--- src/rtl/gf180_ram_arb_pkg.sv ---
// gf180_ram_arb_pkg: shared encodings for the GF180 SRAM arbiter
package gf180_ram_arb_pkg;
  typedef enum logic [1:0] {ST_IDLE, ST_ACCESS, ST_RESP} state_t;
  localparam logic PORT_A = 1'b0;
  localparam logic PORT_B = 1'b1;
  localparam logic [63:0] WEN_IDLE = '1;
endpackage

--- src/rtl/gf180_ram_rr_arb.sv ---
// gf180_ram_rr_arb: 2-way round-robin / fixed-priority picker with one-hot grant
module gf180_ram_rr_arb
  import gf180_ram_arb_pkg::*;
(
  input  logic [1:0] req,
  input  logic       last_gnt,
  input  logic       fixed_prio,
  output logic [1:0] gnt
);
  always_comb
    gnt = &req ? ((fixed_prio || last_gnt == PORT_B) ? 2'b01 : 2'b10) : req;
endmodule

--- src/rtl/gf180_ram_arbiter.sv ---
// gf180_ram_arbiter: two-port Wishbone arbiter/sequencer for the GF180 1K x 32 SRAM macro
module gf180_ram_arbiter
  import gf180_ram_arb_pkg::*;
#(
  parameter int AW = 10,
  parameter int DW = 32,
  parameter int FIXED_PRIO = 0
) (
  input  logic            CLK,
  input  logic            RST,
  input  logic            a_cyc_i,
  input  logic            a_stb_i,
  input  logic            a_we_i,
  input  logic [DW/8-1:0] a_sel_i,
  input  logic [31:0]     a_adr_i,
  input  logic [DW-1:0]   a_dat_i,
  output logic [DW-1:0]   a_dat_o,
  output logic            a_ack_o,
  input  logic            b_cyc_i,
  input  logic            b_stb_i,
  input  logic            b_we_i,
  input  logic [DW/8-1:0] b_sel_i,
  input  logic [31:0]     b_adr_i,
  input  logic [DW-1:0]   b_dat_i,
  output logic [DW-1:0]   b_dat_o,
  output logic            b_ack_o,
  output logic            ram_cen,
  output logic            ram_gwen,
  output logic [DW/8-1:0] ram_wen,
  output logic [AW-1:0]   ram_a,
  output logic [DW-1:0]   ram_d,
  input  logic [DW-1:0]   ram_q
);
  localparam int SW = DW / 8;
  state_t state;
  logic grant, last_gnt, pick_b, w_we, unused_adr;
  logic [1:0] req, gnt;
  logic [SW-1:0] w_sel;
  logic [AW-1:0] w_adr;
  logic [DW-1:0] w_dat;
  assign req = {b_cyc_i & b_stb_i, a_cyc_i & a_stb_i};
  gf180_ram_rr_arb u_arb (
    .req(req),
    .last_gnt(last_gnt),
    .fixed_prio(FIXED_PRIO != 0),
    .gnt(gnt)
  );
  always_comb begin
    pick_b = gnt[1];
    w_we = pick_b ? b_we_i : a_we_i;
    w_sel = pick_b ? b_sel_i : a_sel_i;
    w_adr = pick_b ? b_adr_i[AW+1:2] : a_adr_i[AW+1:2];
    w_dat = pick_b ? b_dat_i : a_dat_i;
  end
  // Decode of the upper and byte-offset address bits happens upstream.
  assign unused_adr = ^{a_adr_i[31:AW+2], a_adr_i[1:0], b_adr_i[31:AW+2], b_adr_i[1:0]};
  always_ff @(posedge CLK) begin
    if (RST) begin
      state <= ST_IDLE;
      grant <= PORT_A;
      last_gnt <= PORT_B;
      ram_cen <= 1'b1;
      ram_gwen <= 1'b1;
      ram_wen <= WEN_IDLE[SW-1:0];
      ram_a <= '0;
      ram_d <= '0;
    end else begin
      case (state)
        ST_IDLE: if (|gnt) begin
          state <= ST_ACCESS;
          grant <= pick_b;
          ram_cen <= 1'b0;
          ram_gwen <= ~w_we;
          ram_wen <= w_we ? ~w_sel : WEN_IDLE[SW-1:0];
          ram_a <= w_adr;
          ram_d <= w_dat;
        end
        ST_ACCESS: begin
          state <= ST_RESP;
          ram_cen <= 1'b1;
          ram_gwen <= 1'b1;
          ram_wen <= WEN_IDLE[SW-1:0];
        end
        default: begin
          state <= ST_IDLE;
          last_gnt <= grant;
        end
      endcase
    end
  end
  // Ack only while the granted master still holds its request, so an abort is silent.
  assign a_ack_o = state == ST_RESP && grant == PORT_A && req[0];
  assign b_ack_o = state == ST_RESP && grant == PORT_B && req[1];
  assign a_dat_o = ram_q;
  assign b_dat_o = ram_q;
endmodule

--- config.mk ---
export PLATFORM = sky130hd
export DESIGN_NAME = gf180_ram_arbiter
export DESIGN_NICKNAME = d
export VERILOG_FILES = /design/src/rtl/gf180_ram_arb_pkg.sv /design/src/rtl/gf180_ram_rr_arb.sv /design/src/rtl/gf180_ram_arbiter.sv
export SDC_FILE = /design/constraint.sdc
export NUM_CORES = 1
export LEC_CHECK = 0
export ABC_AREA = 0
export CAP_MARGIN = 30
export CORE_AREA = 2 2 114 116
export DETAILED_ROUTE_END_ITERATION = 8
export DIE_AREA = 0 0 116 118
export PLACE_DENSITY = 0.67
export SLEW_MARGIN = 20
export SYNTH_ARGS = -nofsm -noshare
export SYNTH_HDL_FRONTEND = slang
export SYNTH_SLANG_ARGS = --single-unit
--- constraint.sdc ---
create_clock -name CLK -period 1.4 [get_ports CLK]
set_clock_uncertainty 0.2 [all_clocks]
set_input_delay 0.14 -clock CLK [delete_from_list [all_inputs] [get_ports CLK]]
set_output_delay 0.14 -clock CLK [all_outputs]
set_load 0.05 [all_outputs]
Yosys cells after proc, flatten, opt, wreduce, memory -nomap -nowiden

Index checks and enable logic that the tools add are counted.
Widths: inputs -> output; s select.

Flip-flop bits (word level): 52
Input bits: 176
Output and inout bits: 114
Logic and storage cells: 42

Equality and inequality tests: 3
Mux-type cells: 15
Bitwise operators: 5
Reduce and logical (&&, ||, !) cells: 11

Operator list:

| cell               | count |
|---|---|
| $mux 32            | 1 |
| $mux 4             | 3 |
| $mux 10            | 1 |
| $pmux 4 s2         | 1 |
| $mux 2             | 3 |
| $reduce_and 2->1   | 3 |
| $logic_and 1x1->1  | 4 |
| $not 4->4          | 1 |
| $pmux 1 s2         | 2 |
| $pmux 2 s2         | 1 |
| $reduce_or 2->1    | 2 |
| $mux 1             | 3 |
| $and 1x1->1        | 2 |
| $eq 2x1->1 const B | 1 |
| $eq 2x2->1 const B | 1 |
| $logic_not 2->1    | 1 |
| $ne 2x2->1 const B | 1 |
| $not 1->1          | 2 |
| $reduce_bool 2->1  | 1 |

Depth between registers and ports, before layout

Gate-level depths: netlist of run 1.

Word-level depth: 8
Gate-level depth with buffers: 6
Mapped depth without buffers: 4

By module

From an unflattened synthesis of run 1, not the netlist that was laid out.

Cells, all modules: 311
Area total of the unflattened synthesis: 3031.7 um^2

Modules (own cells, without submodules):

| module            | times used | cells each | area an instance (um^2) | seq. area each (um^2) |
|---|---|---|---|---|
| gf180_ram_arbiter | 1          | 307        | 3009.1                  | 1041.0 |
| gf180_ram_rr_arb  | 1          | 4          | 22.5                    | 0.0 |

Worst setup path before layout of run 1

OpenSTA, ideal clock, no wires.

Kind: reg2out
Start: reg state[1]
End: out a_ack_o
Arrival time: 2.029 ns
Data required time: 1.060 ns
Setup slack: -0.969 ns
Cell stages (with the launch flop): 3
Path buffers: 0
Cell sequence: dfxtp_1 > inv_1 > nor4_1

Cells in the longest elaborated chain, start to end: 3

RTL lines:

| what                           | line                    | text |
|---|---|---|
| start, declared                | gf180_ram_arbiter.sv:35 | `state_t state;` |
| start signal, assigned         | gf180_ram_arbiter.sv:59 | `state <= ST_IDLE;` |
| start signal, assigned         | gf180_ram_arbiter.sv:70 | `state <= ST_ACCESS;` |
| start signal, assigned         | gf180_ram_arbiter.sv:79 | `state <= ST_RESP;` |
| $eq 2x2->1                     | gf180_ram_arbiter.sv:92 | `assign a_ack_o = state == ST_RESP && grant == PORT_A && req[0];` |
| $logic_and 1x1->1 (2 in a row) | gf180_ram_arbiter.sv:92 |  |
| end, declared                  | gf180_ram_arbiter.sv:18 | `output logic a_ack_o,` |

No other way between the ends.

Final worst setup path of run 1

Start: reg state[0]
End: reg grant

Cells in the longest elaborated chain, start to end: 2

RTL lines:

| what                              | line                    | text |
|---|---|---|
| $logic_not 2->1                   | gf180_ram_arbiter.sv:68 | `case (state)` |
| $reduce_and 2->1 (no source line) | --                      |  |
| end signal, assigned              | gf180_ram_arbiter.sv:71 | `grant <= pick_b;` |
| end, declared                     | gf180_ram_arbiter.sv:36 | `logic grant, last_gnt, pick_b, w_we, unused_adr;` |

No other way between the ends.
A chain may end at the register's enable or synchronous reset.

==> metrics, run 1 <==
outcome=finished with violations; failing checks=setup timing; Final #Nets=about 600; slowest CP cell=dfxtp_4; Longest Clk Path Bufs=2; FF-to-FF setup slack=-0.22 ns; kind of critical path=flip-flop to flip-flop; peak supply drop=~460 µV; Port Buf Inserts=about 150; initial antenna violation count=0; syn_nets=approximately 480; clock latency on the worst-skew pair=0.30 ns; Arr. time, crit path=roughly 1.7 ns; post-route ant nets=0; fmax=between 0.6 and 0.7 GHz; Top delay family on crit path=flip-flops; CP Cell Sequence=buf_6, a211oi_4, buf_6, mux2_4, nor2_2; cells after synthesis=between 300 and 400; Die H=118 µm; Inst Count DP=roughly 570; total CTS buffers=5; GR Overflow Total=0; Seq cells post-synth=52; routed vias/inst=around 4.3; sink of the worst hold path=b_dat_o[23]; largest net degree at the start of global routing=25; Final setup viols=52; LEAKAGE=2.311 nW; Worst-path clk slew=roughly 0.080 ns; Pre-Repair DR Iteration Count=4; post-route setup slack=-0.2181 ns; Root Buffer=clkbuf_16; clock sinks=between 50 and 60; Wirelength per Cell=approximately 16 µm; GP Congestion=around 0.7; H-tree depth=2; Avg Cell Area, Syn=just over 10 µm²; Slew Viols, Final=0; period utilization=1.156; Max Cap Viol=0; HP Class=input port to output port; Seq/Total Area, Yosys=0.3427; leading cell type in the layout, fill and taps excluded=clkdlybuf4s50_1; Post-Syn Area=3038 µm²; CTS tree=yes; Die W=~120 µm; CP Launch Type=flip-flop; Crit Reg-Reg Endpoint=grant; first-pass GRT wire length=~14 mm; Worst-Margin Slew=between 0.4 and 0.5 ns; crit-path max FO=7; # diodes=0; commonest cells after routing, fill and taps aside=94 x clkdlybuf4s50_1, 59 x buf_12, 48 x dfxtp_1, 41 x a211oi_2, 34 x mux2i_1; DP HPWL=roughly 6.6 mm; I/O pin total=just under 300; Final Hold Fails=0; row count=between 40 and 50; Post-Layout Cell Count=604; WP data required=between 1 and 1.5 ns; Total Routing Usage GR=0.1371; Starting DRT DRC Count=67; CP peak stage delay=approximately 0.37 ns; Setup crit end kind=flip-flop; Yosys top cell area share=0.3427; Period minus WS final=~1.6 ns; FILL cells=around 1200; core area=about 12000 µm²; Synth cell types=26; setup slack at placement=-0.6497 ns; worst reg2reg path depth=5; layout cell share with drive strength beyond 1=0.4884; unrepaired setup endpoints after global routing=yes; Hold Path Depth=0; Cell Pwr Density=around 1000 nW/µm²; hold_sp=ram_q[23]; Synth area leaders=dfxtp_1 34%, a211oi_2 17%, buf_4 17%; Buf+Inv Stages, Crit Path=2; CP dominant cell by count=buf_6; Vias=roughly 2600; DRC viols=0; Slew HR=0.7187; Starting Density=0.2447; final WL=9.666 mm; die area=around 14000 µm²; vias in the first global route=2734; Yosys top cell by area=dfxtp_1; worst reg2reg path startpoint=state[0]; area grow syn2layout=86.33%; Syn. warnings=0
-- per-stage QoR --
stage | instance area (µm²) | hold slack (ns) | setup TNS [ns] | utilization | total power, mW
after global routing | 5660 | 0.08012 | -10.77 | 0.4560 | 5.760
after CTS | 5590 | 0.08050 | -9.891 | 0.4503 | 5.548
final | 5660 | 0.08002 | -8.272 | 0.4560 | 5.506
after global placement | 4954 | 0.08050 | -27.75 | 0.3990 | 3.928
after detailed placement | 4954 | 0.08050 | -29.66 | 0.3990 | 3.966
after floorplan | 3098 | 0.1737 | -3.994 | - | 3.338
-- final cells by class --
class / instances / area [µm²] / share of cell area
Timing Repair Buffer: 207 / 2696 / 0.4763
Multi-Input combinational cell: 161 / 1538 / 0.2717
Sequential cell: 52 / 1049 / 0.1852
Tap cell: 172 / 215.2 / 0.03802
Clock buffer: 6 / 128.9 / 0.02277
Inverter: 4 / 17.52 / 0.003095
Clock inverter: 2 / 16.27 / 0.002874
-- layer usage --
layer / part of all wire / vias to the layer above / track usage
met5: 0 / - / 0
met4: 0.033 / 0 / 0.06101
met3: 0.098 / 33 / 0.05355
met2: 0.49 / 109 / 0.2303
met1: 0.38 / 1214 / 0.1512
li1: - / 1242 / -
-- worst max-delay path by stage --
stage | from | to | cells after the start | slack (ns)
2_1_floorplan | state[0] | ram_wen[0] | 4 | -0.10
3_3_place_gp | b_cyc_i | ram_d[5] | 7 | -0.59
3_5_place_dp | b_cyc_i | ram_d[8] | 7 | -0.65
4_1_cts | state[0] | a_ack_o | 3 | -0.24
5_1_grt | state[0] | grant | 5 | -0.25
6_report | state[0] | grant | 5 | -0.22
-- cell families (layout without fill, tap and decap cells) --
kind of cell	count (synthesis)	after routing	synth area share
AND/OR/NAND/NOR	61	61	0.08361
buffers and inverters	88	219	0.2162
AO/OA/AOI/OAI	53	53	0.2006
flip-flops	52	52	0.3427
multiplexers	47	47	0.1569
-- registers in the layout, summed over array words and instances (netlist names) --
name	count
state	2
ram_cen	1
ram_d	32
last_gnt	1
ram_gwen	1
ram_a	10
grant	1
ram_wen	4
-- power breakdown --
group	total, mW	internal [mW]	switching (mW)
logic	2.43	1.31	1.12
clock network	1.26	0.669	0.594
registers	1.81	1.63	0.178
total	5.51	3.62	1.89
-- Yosys cell counts, drive strengths merged --
library cell / number
o21ai: 2
nor2b: 1
mux2: 5
nor4: 2
o211ai: 4
mux2i: 42
or2b: 1
and3: 1
buf: 81
dfxtp: 52
a221o: 1
a31o: 1
clkbuf: 3
and2: 1
nand2: 8
a211oi: 43
inv: 4
nand3: 2
nor2: 44
and4b: 1
a21oi: 2
-- what timing repair did --
item,4_1_cts,5_1_grt
buffers inserted,16,5
pin swaps,20,37
gates resized for setup,45,43
hold endpoints to repair,2,0
hold buffers,1,0
cloned,7,1
endpoints found under the setup margin,52,52
-- worst reg2reg max path, cell delays in order, from the launching register on --
cell,delay [ns]
dfxtp_4,0.37
buf_6,0.12
a211oi_4,0.25
buf_6,0.21
mux2_4,0.32
nor2_2,0.09
Note: power is estimated with default switching activity, not from simulation.
==> inputs of run 2 (changes only) <==
CAP_MARGIN = 10   (was 30)
CTS_CLUSTER_DIAMETER = 150   (was not set)
DONT_BUFFER_PORTS = 1   (was not set)
PLACE_DENSITY = 0.36   (was 0.67)
==> metrics, run 2 (synthesized netlist as in run 1, its figures left out) <==
outcome=finished with violations; failing checks=hold timing, setup timing; period utilization=1.155 (about the same); post-route setup slack=-0.2175 ns (+0.0005960 ns); Levels on crit path=4 (-1); Post-Layout Cell Count=506 (-16%); Worst-Margin Slew=0.2763 ns (-0.1455 ns); hold buffer count at cts=9 (+8); FF-to-FF setup slack=-0.22 ns (about the same); # diodes=0 (unchanged); Final Hold Fails=45 (+45); Root Buffer=clkbuf_16; Top delay family on crit path=compound AO/OA/AOI/OAI gates; Longest Clk Path Bufs=2 (unchanged); post-route ant nets=0 (unchanged); CP Cell Sequence=or2b_1, and3_1, a221o_2, o211ai_1; Slew Viols, Final=0 (unchanged); Total Routing Usage GR=0.1223 (-0.01477); Die H=118 µm (unchanged); kind of critical path=flip-flop to flip-flop; Setup crit end kind=flip-flop; HP Class=input port to flip-flop; Slew HR=0.8144 (+0.09564); clock latency on the worst-skew pair=0.29 ns (about the same); Inst Count DP=460 (-20%); total CTS buffers=5 (unchanged); final WL=8.636 mm (-11%); Buf+Inv Stages, Crit Path=0 (-2); I/O pin total=290 (unchanged); Final #Nets=509 (-16%); Pre-Repair DR Iteration Count=4 (unchanged); row count=41 (unchanged); CP Launch Point=state[1]; DRC viols=0 (unchanged); overall power=4.801 mW (-13%); LEAKAGE=1.739 nW (-25%); Starting Density=0.2447 (unchanged); crit path capture=ram_wen[2]; Die W=116 µm (unchanged); Min Hold Slack=-0.2980 ns (-0.3780 ns); unrepaired setup endpoints after global routing=yes; CP peak stage delay=0.43 ns (+0.06 ns); clock sinks=52 (unchanged); Period minus WS final=1.617 ns (-0.0005960 ns); first-pass GRT wire length=12.38 mm (-13%); Crit Reg-Reg Endpoint=ram_wen[2]; WP data required=1.42 ns (about the same); leading cell type in the layout, fill and taps excluded=buf_4; Final setup viols=52 (unchanged); fmax=0.6182 GHz (about the same); die area=13690 µm² (unchanged); GP Congestion=0.6616 (-8.1%); CTS tree=yes; GR Overflow Total=0 (unchanged); layout cell share with drive strength beyond 1=0.6168 (+0.1283); Cell Pwr Density=1148 nW/µm² (+18%); Wirelength per Cell=17.07 µm (+6.6%); core area=12410 µm² (unchanged); worst reg2reg path depth=4 (-1); Max Cap Viol=0 (unchanged); Biggest register=ram_d; peak supply drop=450.4 µV (-1.5%); Starting DRT DRC Count=58 (-13%); H-tree depth=2 (unchanged); commonest cells after routing, fill and taps aside=61 x buf_4, 48 x dfxtp_1, 41 x a211oi_2, 28 x mux2i_1, 20 x buf_6; DP HPWL=5.157 mm (-21%); top flop regs=ram_d x32, ram_a x10, ram_wen x4; worst reg2reg path startpoint=state[1]; largest net degree at the start of global routing=48 (+92%); Port Buf Inserts=0 (-100%); area grow syn2layout=37.73%; crit-path max FO=5 (-2); CP Launch Type=flip-flop; Arr. time, crit path=1.64 ns (about the same); slowest CP cell=a221o_2; Worst-path clk slew=0.07 ns (about the same); routed vias/inst=4.316 (+0.35%); max reg flops=32 (unchanged); initial antenna violation count=0 (unchanged); vias in the first global route=2240 (-18%); Vias=2184 (-16%)
## run 2: timing repair
item / CTS / global route
setup buffers: 21 / 5
endpoints found under the setup margin: 51 / 52
cloned: 7 / 2
hold endpoints to repair: 51 / 45
pin swaps: 23 / 40
gates resized for setup: 48 / 53
## run 2: routing by layer
metal | track usage | share of wire | wire length (µm) | up-vias
met5 | 0 | 0 | 0 | -
met4 | 0.05878 | 0.026 | 221 | 0
met3 | 0.03862 | 0.072 | 621 | 26
met2 | 0.2007 | 0.49 | 4243 | 89
met1 | 0.1428 | 0.41 | 3549 | 1022
li1 | - | - | - | 1047
## run 2: stage by stage
stage               TNS [ns]  setup WS (ns)    util  instance area, µm²
floorplan             -3.994        -0.1044       -                3098
global placement      -10.40        -0.2648  0.2654                3294
detailed placement    -12.02        -0.3085  0.2654                3294
CTS                   -8.032        -0.2308  0.3242                4025
global route          -12.20        -0.2774  0.3370                4184
finish                -8.535        -0.2175  0.3370                4184
## run 2: where the power goes
part / total [mW] / switching (mW) / leakage (nW) / internal (mW)
Clock: 1.28 / 0.562 / 0.0712 / 0.716
Sequential: 1.73 / 0.102 / 0.432 / 1.63
Combinational: 1.79 / 1.03 / 1.24 / 0.761
Total: 4.80 / 1.69 / 1.74 / 3.11
## run 2: final cells by class
class                   instances  area (µm²)
clock buffers                   8       146.4
fillers                      1316        8230
inverters                       4       17.52
multi-input cells             162        1600
flip-flops and latches         52        1051
well taps                     172       215.2
repair buffers                108        1154
## run 2: how the worst min path moves through the flow
stage / startpoint / to / slack, ns / cells past startpoint
2_1_floorplan: b_dat_i[5] / ram_d[5] / 0.17 / 2
3_3_place_gp: RST / ram_d[15] / 0.01 / 1
3_5_place_dp: RST / ram_d[15] / 0.01 / 1
4_1_cts: RST / state[1] / -0.32 / 1
5_1_grt: RST / ram_d[11] / -0.32 / 1
6_report: RST / state[1] / -0.30 / 1
==> inputs of run 3 (changes only) <==
ABC_AREA = 1   (was 0)
CORE_AREA = 2 2 112 114   (was 2 2 114 116)
DIE_AREA = 0 0 114 116   (was 0 0 116 118)
PLACE_DENSITY = 0.37   (was 0.36)
SKIP_CTS_REPAIR_TIMING = 1   (was not set)
==> metrics, run 3 <==
outcome=finished with violations; failing checks=hold timing, setup timing; Post-Layout Cell Count=598 (+18%); area grow syn2layout=21.63%; Final #Nets=626 (+23%); I/O pin total=290 (unchanged); Die W=114 µm (-1.7%); Wirelength per Cell=14.06 µm (-18%); clock latency on the worst-skew pair=0.30 ns (about the same); DRC viols=0 (unchanged); post-route ant nets=0 (unchanged); Pre-Repair DR Iteration Count=4 (unchanged); CP Launch Type=flip-flop; Post-synth EDFFs=0 (unchanged); Max Cap Viol=0 (unchanged); top flop regs=ram_d x32, ram_a x10, ram_wen x4; CTS tree=yes; Final setup viols=3 (-94%); Seq cells post-synth=52 (unchanged); Starting DRT DRC Count=83 (+43%); syn_nets=630 (+32%); peak supply drop=528.8 µV (+17%); Seq/Total Area, Yosys=0.3358 (-0.006914); Die H=116 µm (-1.7%); Port Buf Inserts=0 (unchanged); commonest cells after routing, fill and taps aside=196 x nand2_1, 50 x buf_4, 48 x dfxtp_1, 44 x nand2_2, 27 x a21oi_2; post-route setup slack=-0.09678 ns (+0.1207 ns); Synth cell types=20 (-23%); total CTS buffers=5 (unchanged); Yosys top cell area share=0.3358 (-0.006914); clock sinks=52 (unchanged); setup_tns=-0.1752 ns (+8.360 ns); leading cell type in the layout, fill and taps excluded=nand2_1; Inst Count DP=581 (+26%); initial antenna violation count=0 (unchanged); GP Congestion=0.6966 (+5.3%); kind of critical path=flip-flop to output port; final WL=8.408 mm (-2.6%); largest net degree at the start of global routing=48 (unchanged); core area=11910 µm² (-4.1%); Worst-Margin Slew=0.2274 ns (-0.04896 ns); Setup crit end kind=output port; Longest Clk Path Bufs=2 (unchanged); fin util=0.3166 (-0.02043); Root Buffer=clkbuf_16; die area=13220 µm² (-3.4%); fmax=0.6681 GHz (+8.1%); Yosys top cell by area=dfxtp_1; Cell Pwr Density=1176 nW/µm² (+2.5%); HP Class=input port to flip-flop; LEAKAGE=1.705 nW (-1.9%); period utilization=1.069 (-0.08621); Total Routing Usage GR=0.1157 (-0.006623); Post-synth top cells=219 x nand2_1, 71 x buf_4, 52 x dfxtp_1; GR Overflow Total=0 (unchanged); WP data required=1.06 ns (-0.36 ns); # diodes=0 (unchanged); Arr. time, crit path=1.16 ns (-0.48 ns); first-pass GRT wire length=11.72 mm (-5.3%); Final Hold Fails=50 (+11%); Period minus WS final=1.497 ns (-0.1207 ns); H-tree depth=2 (unchanged); Biggest register=ram_d; DP HPWL=5.568 mm (+8.0%); CP peak stage delay=0.37 ns (-0.06 ns); Post-Syn Area=3100 µm² (+2.1%); Synth area leaders=dfxtp_1 34%, nand2_1 27%, buf_4 17%; Syn. warnings=0 (unchanged); Vias=2590 (+19%); predominant post-synthesis flop cell=dfxtp_1; slowest CP cell=dfxtp_2; CP Cell Sequence=nor4_4, buf_6; Min Hold Slack=-0.2971 ns (+0.0008910 ns); Starting Density=0.2603 (+0.01559); Slew HR=0.8473 (+0.03289); unrepaired setup endpoints after global routing=yes; routed vias/inst=4.331 (+0.35%); cell with the most instances after synthesis=nand2_1; row count=40 (-2.4%); cells after synthesis=454 (+51%); layout cell share with drive strength beyond 1=0.3858 (-0.2310); vias in the first global route=2393 (+6.8%); Worst-path clk slew=0.07 ns (about the same); crit-path max FO=4 (-1); Slew Viols, Final=0 (unchanged); max reg flops=32 (unchanged); Avg Cell Area, Syn=6.829 µm² (-32%); Post-synth ARST share=0 (unchanged)
==> run 3: cell count changes in the layout (fill, tap and decap cells not counted), moves of 11 or more <==
| cell | delta |
|---|---|
| mux2i_2 | -13 |
| nand2_1 | +188 |
| a21oi_1 | +14 |
| nor2_1 | -15 |
| mux2i_1 | -28 |
| a21oi_2 | +27 |
| nand2_2 | +44 |
| buf_4 | -11 |
| nor2_2 | -16 |
| a211oi_2 | -41 |
==> run 3: area by class of cell <==
class | count | area, µm²
Fill cell | 1339 | 8140
Clock buffer | 5 | 125.1
Inverter | 13 | 75.07
Timing Repair Buffer | 75 | 764.5
Sequential cell | 52 | 1046
Multi-Input combinational cell | 303 | 1534
Tap cell | 147 | 183.9
Clock inverter | 3 | 42.54
==> run 3: stage by stage <==
stage               instance area [µm²]  total power [mW]  setup slack [ns]
finish                             3771             4.437          -0.09678
global placement                   3192             2.825         -0.004313
CTS                                3359             4.310           -0.2550
floorplan                          3112             3.033           -0.2562
global route                       3771             4.678           -0.1523
detailed placement                 3192             2.832          -0.01375
==> run 3: worst paths after layout <==
check             startpoint        end  slack, ns  cells after the start
setup / recovery    state[0]    a_ack_o       -0.1                      2
hold / removal           RST   ram_d[6]      -0.30                      1
setup reg to reg    state[1]      grant      -0.01                      7
hold reg to reg    ram_d[14]  ram_d[14]       0.26                      2
==> run 3: critical path: cells and delay by family, from the launching register on <==
family                 cells  cell delay, ns
buffers and inverters      1            0.20
DFF                        1            0.37
and+or+nand+nor            1            0.29
==> run 3: kinds of logic after synthesis <==
| kind of cell | Yosys count | share of synthesized area |
|---|---|---|
| AO/OA/AOI/OAI | 45 | 0.09806 |
| buffers and inverters | 99 | 0.2264 |
| flip-flops | 52 | 0.3358 |
| AND/OR/NAND/NOR | 258 | 0.3398 |
==> run 3: per-layer routing <==
metal	track usage	vias up	wire length [µm]
met3	0.04446	12	726
met1	0.1317	1148	3495
li1	-	1320	-
met5	0	-	0
met2	0.1909	110	4039
met4	0.05691	0	147
==> run 3: where the power goes <==
group          internal, mW  leakage [nW]  total (mW)  switching, mW
logic                 0.490          1.20        1.34          0.849
registers              1.60         0.428        1.66         0.0659
clock network         0.842        0.0798        1.44          0.594
